`config.mk`:
```
export PLATFORM = sky130hd
export DESIGN_NAME = hazard_scoreboard
export DESIGN_NICKNAME = d
export VERILOG_FILES = /design/src/rtl/hazard_scoreboard.sv
export SDC_FILE = /design/constraint.sdc
export NUM_CORES = 1
export LEC_CHECK = 0
export BUFFER_PORTS_ARGS = -buffer_cell sky130_fd_sc_hd__buf_2
export CAP_MARGIN = 20
export CORE_UTILIZATION = 55
export DETAILED_ROUTE_END_ITERATION = 16
export HOLD_SLACK_MARGIN = 0.12
export PLACE_DENSITY = 0.77
export SYNTH_ARGS = -nofsm -noshare
export SYNTH_HDL_FRONTEND = slang
export SYNTH_SLANG_ARGS = --single-unit
```
`constraint.sdc`:
```
create_clock -name clk -period 3.4 [get_ports clk]
set_input_delay 0.34 -clock clk [delete_from_list [all_inputs] [get_ports clk]]
set_output_delay 0.34 -clock clk [all_outputs]
set_load 0.005 [all_outputs]
```
`src/rtl/hazard_scoreboard.sv`:
```
// Decode-stage hazard scoreboard: per-register result-latency counters for
// RAW interlock, plus an outstanding-store counter that blocks loads while
// stores are in flight and blocks stores when the store queue is full.
module hazard_scoreboard #(
  parameter int NUM_REGS   = 16,
  parameter int REG_AW     = 4,
  parameter int LATENCY    = 4,
  parameter int CNT_W      = 3,
  parameter int MAX_STORES = 4,
  parameter int SW         = $clog2(MAX_STORES + 1)
) (
  input  logic                clk,
  input  logic                rst_n,
  input  logic                d_valid,
  input  logic                d_ra_use,
  input  logic                d_rb_use,
  input  logic [REG_AW-1:0]   d_ra,
  input  logic [REG_AW-1:0]   d_rb,
  input  logic                d_rt_use,
  input  logic [REG_AW-1:0]   d_rt,
  input  logic                d_is_store,
  input  logic                d_is_load,
  input  logic                flush,
  input  logic                w_store_done,
  output logic                d_stall,
  output logic                d_issue,
  output logic [NUM_REGS-1:0] busy_mask,
  output logic [SW-1:0]       stores_pending,
  output logic                err_underflow
);

  localparam int unsigned NREGS = NUM_REGS;

  // The issue cycle itself is the first latency cycle, so the counter holds
  // the remaining stall cycles: a back-to-back dependent stalls LATENCY-1
  // cycles and LATENCY=1 never stalls.
  localparam logic [CNT_W-1:0] LOAD_VAL = CNT_W'(LATENCY - 1);

  logic [CNT_W-1:0] cnt_q [NUM_REGS];
  logic [CNT_W-1:0] cnt_d [NUM_REGS];
  logic [SW-1:0]    stores_q, stores_d;
  logic             err_q, err_d;

  logic raw_a, raw_b, ld_block, st_full;
  logic st_inc, st_dec;

  // Hazard detection against the current (pre-update) counters; indices
  // outside the tracked range never match, so they read as idle.
  always_comb begin
    raw_a = 1'b0;
    raw_b = 1'b0;
    for (int unsigned i = 0; i < NREGS; i++) begin
      if (d_ra_use && d_ra == REG_AW'(i) && cnt_q[i] != '0) raw_a = 1'b1;
      if (d_rb_use && d_rb == REG_AW'(i) && cnt_q[i] != '0) raw_b = 1'b1;
    end
    ld_block = d_is_load && (stores_q != '0);
    st_full  = d_is_store && (stores_q == SW'(MAX_STORES));
    d_stall  = d_valid && (raw_a || raw_b || ld_block || st_full);
    d_issue  = d_valid && !d_stall && !flush;
  end

  // Counter next state: reload on issuing write, else count down to zero.
  always_comb begin
    for (int unsigned i = 0; i < NREGS; i++) begin
      cnt_d[i] = cnt_q[i];
      if (d_issue && d_rt_use && d_rt == REG_AW'(i)) begin
        cnt_d[i] = LOAD_VAL;
      end else if (cnt_q[i] != '0) begin
        cnt_d[i] = cnt_q[i] - CNT_W'(1);
      end
    end
  end

  // Outstanding-store count; a done with nothing pending flags underflow.
  always_comb begin
    st_inc   = d_issue && d_is_store;
    st_dec   = w_store_done;
    stores_d = stores_q;
    err_d    = err_q;
    case ({st_inc, st_dec})
      2'b10: stores_d = stores_q + SW'(1);
      2'b01: begin
        if (stores_q == '0) err_d = 1'b1;
        else                stores_d = stores_q - SW'(1);
      end
      default: stores_d = stores_q;
    endcase
  end

  // State registers with synchronous active-low reset overriding all activity.
  always_ff @(posedge clk) begin
    if (!rst_n) begin
      for (int unsigned i = 0; i < NREGS; i++) cnt_q[i] <= '0;
      stores_q <= '0;
      err_q    <= 1'b0;
    end else begin
      for (int unsigned i = 0; i < NREGS; i++) cnt_q[i] <= cnt_d[i];
      stores_q <= stores_d;
      err_q    <= err_d;
    end
  end

  // Registered views of the state.
  always_comb begin
    for (int unsigned i = 0; i < NREGS; i++) busy_mask[i] = (cnt_q[i] != '0);
    stores_pending = stores_q;
    err_underflow  = err_q;
  end

endmodule
```
After elaboration in Yosys (flattened, before gate mapping)
Memory sizes are Yosys's and may differ from the RTL's.
Cells that the tools add are included.
Widths: inputs -> output; s select.

word-level totals
  bits of input ports = 22
  bits in writable memories = 48
  memories kept = 1
  register bits = 4
  output and inout port bits = 22

memory list
  name   depth  width  read ports  clocked after Yosys merged registers in  wr ports  line  source
  cnt_q  16     3      16          0                                        16        39    logic [CNT_W-1:0] cnt_q [NUM_REGS];

operators by class
  add/sub/neg operators = 18
  reduce and logical (&&, ||, !) cells = 116
  equal/unequal tests = 49
  bitwise logic cells = 16
  muxes and demuxes = 84

operators with widths
  kind                 count
  $mux 3               49
  $eq 4x4->1 const B   24
  $logic_and 1x1->1    87
  $reduce_bool 3->1    17
  $sub 3x1->3 const B  17
  $eq 4x3->1 const B   12
  $mux 1               34
  $eq 4x2->1 const B   6
  $or 1x1->1           16
  $eq 4x1->1 const B   3
  $logic_not 4->1      3
  $pmux 3 s2           1
  $reduce_and 2->1     2
  $add 3x1->3 const B  1
  $eq 3x3->1 const B   1
  $logic_not 3->1      1
  $logic_or 1x1->1     3
  $eq 2x1->1 const B   1
  $eq 2x2->1 const B   1
  $logic_not 1->1      2
  $ne 2x2->1 const B   1
  $reduce_bool 2->1    1

Depth between registers and ports, before layout
  depth after elaboration = 30
  gate-level depth with buffers = 13

Least setup slack after synthesis
No wires, ideal clock.

  kind = register -> register
  start = mem cnt_q[11][0] (netlist: cnt_q[1][9])
  end = reg stores_q[1] (netlist: stores_pending[1])
  data arrival time = 2.777 ns
  path buffers = 1
  cell stages (with the launch flop) = 14
  clock period less this slack = 2.847 ns
  setup slack = 0.553 ns
  cell sequence = dfxtp_1 nor2_1 ha_1 buf_2 nor3b_1 o2111ai_1 o41ai_1 nor4_2 nand4_1 nand2_1 fa_1 or2_2 a21o_1 a21oi_1

RTL lines
  element                 line  source
  start: declaration      39
  end signal: assignment  98    stores_q <= stores_d;
  end: declaration        41    logic [SW-1:0] stores_q, stores_d;

==> results.yml <==
final_layout:
  final_nets: 433
  syn2layout_area_growth_pct: 11.3
  layout-drive-gt1-share_pct: 16.3
  final_cell_count_no_fill: 470
  insertedDiodeCount: 0
floorplanning:
  rows: 26
  die-area_um2: 5680
  die_h_um: 75.4
  fp.coreArea_um2: 5140
  dieWidth_um: 75.4
  start_util_pct: 57.6
  io_pins: 44
min_path:
  min_path_type: "primary input to register"
  hp-start: "w_store_done"
timing:
  hold_viol: 0
  period_share_pct: 87.4
  max_freq_ghz: 0.337
  slew_headroom_pct: 45.3
  finalSetupViolCount: 0
  fin_setup_tns_ps: 0
  rsz0062_at_grt: "no"
  fin_worst_skew_ps: 10.5
  tightest_slew_ps: 816
  drv_slew: 0
  fin_crit_ps: 2970
clocking:
  insertion_delay_ps: 320
  cts_resized: 0
  htreeDepth: 2
  cts_made_buffers: 5
  clockBufferDepth: 2
  cts_setup_buffers: 0
  numClockSinks: 52
  tritoncts: "built"
  clk_pin_slew_worst_paths_ps: 100
  cts-root-buf: "clkbuf_8"
  cts_hold_buf: 0
logic_synthesis:
  syn_inst: 366
  ys_types: 52
  avgSynthCellArea_um2: 8.09
  synth_flop_cell: "dfxtp_1"
  syn_area_um2: 2960
  syn_nets: 400
  ys_warn_count: 0
  seq_area_frac_synth_pct: 35.2
  synth-edff-count: 0
  synth-async-reset-ratio_pct: 0
  ys_ff_latch: 52
power:
  ir_worst_vdd_v: 0.000311
  p_leak_uw: 0.00139
  net-switching-power_uw: 874
  powerDensity_nw_per_um2: 702
  clkPwrFrac_pct: 18.9
  intPower_uw: 1440
  switching_share_pct: 37.8
  p_seq_share_pct: 35.9
  p_comb_share_pct: 45.2
drt:
  route.detailed.drc: 0
  drtAntennaViolNets: 0
  firstDrtPassIters: 4
  routed_wl_mm: 6.50
  viasPerCell: 5.54
  vias: 2605
  dr.first_iter.drc_count: 120
  post_drt_wl_per_cell_um: 13.8
setup_path:
  endpoint_kind: "register"
  path_class: "register to register"
  cp_max_fo: 8
  cp-start-kind: "register"
  startpoint: "cnt_q[1][9]$_SDFFE_PN0P_"
  r2r_start: "cnt_q[1][9]$_SDFFE_PN0P_"
  cp.required_ps: 3630
  crit_arrival_ps: 3200
global_route:
  grt-ovfl-total: 0
  grt_pass1_wl_mm: 10.6
  antenna_found_initial: 0
  grt_max_degree: 29
  grt_pass1_vias: 2307
  grt_util_all_layers_pct: 24.9
placement:
  io_buffers: 43
  dp_cells: 462
  gp_congestion: 0.861
  dpl.hpwl_mm: 4.84
status:
  status: "complete, no violations"
run:
  timing.max_cap.violations: 0
## critical path, stage by stage, from the launching register on
cell and delay [ps]:
dfxtp_1 350, nor2_1 120, ha_1 320, nor3b_1 100, o2111ai_1 210, o41ai_1 120, nor4_2 350, nand4_1 160
nand2_1 110, fa_1 420, or2_2 310, a21o_1 180, a21oi_1 120
## kinds of logic after synthesis
kind of cell / Yosys count / share of synthesized area, %
AO/OA/AOI/OAI: 80 / 17.1
XOR/XNOR: 10 / 2.96
adder cells (fa/ha/maj): 12 / 5.33
buffers and inverters: 46 / 6.64
flip-flops: 52 / 35.2
multiplexers: 12 / 4.18
AND/OR/NAND/NOR: 154 / 28.6
## worst paths after layout
kind | endpoint | slack (ps) | depth (start not counted)
setup / recovery | stores_pending[1]$_SDFFE_PN0P_ | 430 | 12
hold / removal | err_underflow$_SDFFE_PN0P_ | 410 | 3
hold reg to reg | cnt_q[0][5]$_SDFFE_PP0P_ | 460 | 2
setup reg to reg | stores_pending[1]$_SDFFE_PN0P_ | 430 | 12
## layer usage
layer  wire length (um)  track usage, %
met1               3070            33.6
met2               3030            40.3
met3                261            4.63
met4                127            8.64
met5                  0               0
## cells in the final DEF, fill, tap and decap left out, types with 11 or more instances in the layout
cell and count:
a21oi_1 24, buf_2 43, dfxtp_1 52, ha_1 11, inv_1 27, nand2_1 27, nor2_1 38, nor3_1 19
o21a_1 15, o21ai_0 14, or3_1 11
## metrics by stage
| step | cell area, um^2 | setup WS, ps | utilization, % | power, uW | hold slack, ps |
|---|---|---|---|---|---|
| after global routing | 3290 | 159 | 64.1 | 2510 | 451 |
| final | 3290 | 429 | 64.1 | 2310 | 415 |
| after CTS | 3290 | 432 | 64.1 | 2320 | 409 |
| after global placement | 3180 | 575 | 61.9 | 1850 | 437 |
| after detailed placement | 3180 | 467 | 61.9 | 1890 | 441 |
| after floorplan | 2960 | 553 | - | 1630 | 424 |
## registers in the layout, summed over array words and instances (netlist names)
register,cells
cnt_q,48
err_underflow,1
stores_pending,3
## power by group through the flow
stage               Clock [uW]  Sequential (uW)  Combinational [uW]
floorplan                    0              824                 806
global route               469              848                1200
finish                     437              831                1040
CTS                        444              830                1050
global placement             0              834                1010
detailed placement           0              843                1040
## cells in the mapped netlist, drive strengths merged, types with 2 or more instances
cell	number	area share [%]
nor3b	9	2.3
ha	11	4.6
o31a	4	1.2
o21a	15	3.8
or4	2	0.51
clkbuf	9	1.2
xnor2	5	1.5
a21oi	24	4.1
o22ai	2	0.42
nand2b	6	1.3
buf	9	1.9
mux2i	9	3.0
and2	2	0.42
inv	27	3.4
nand2	27	3.4
nand3	4	0.85
mux2	3	1.1
nor2	38	4.8
dfxtp	52	35
nand3b	5	1.3
nor3	20	3.6
a21o	2	0.51
nor4	4	1.1
and4b	4	1.4
or2	3	0.63
a31oi	9	1.9
and3	10	2.1
nor2b	2	0.42
xor2	5	1.5
a211oi	2	0.51
o21ai	14	2.4
or3	15	3.8
## area by class of cell
| cell class | count | area [um^2] |
|---|---|---|
| clock inverter | 3 | 46.3 |
| timing repair buffer | 44 | 223 |
| multi-input combinational | 268 | 1720 |
| tap | 70 | 87.6 |
| clock buffer | 5 | 68.8 |
| sequential | 52 | 1040 |
| fill | 484 | 1850 |
| inverter | 28 | 105 |
Note: power is estimated with default switching activity, not from simulation.
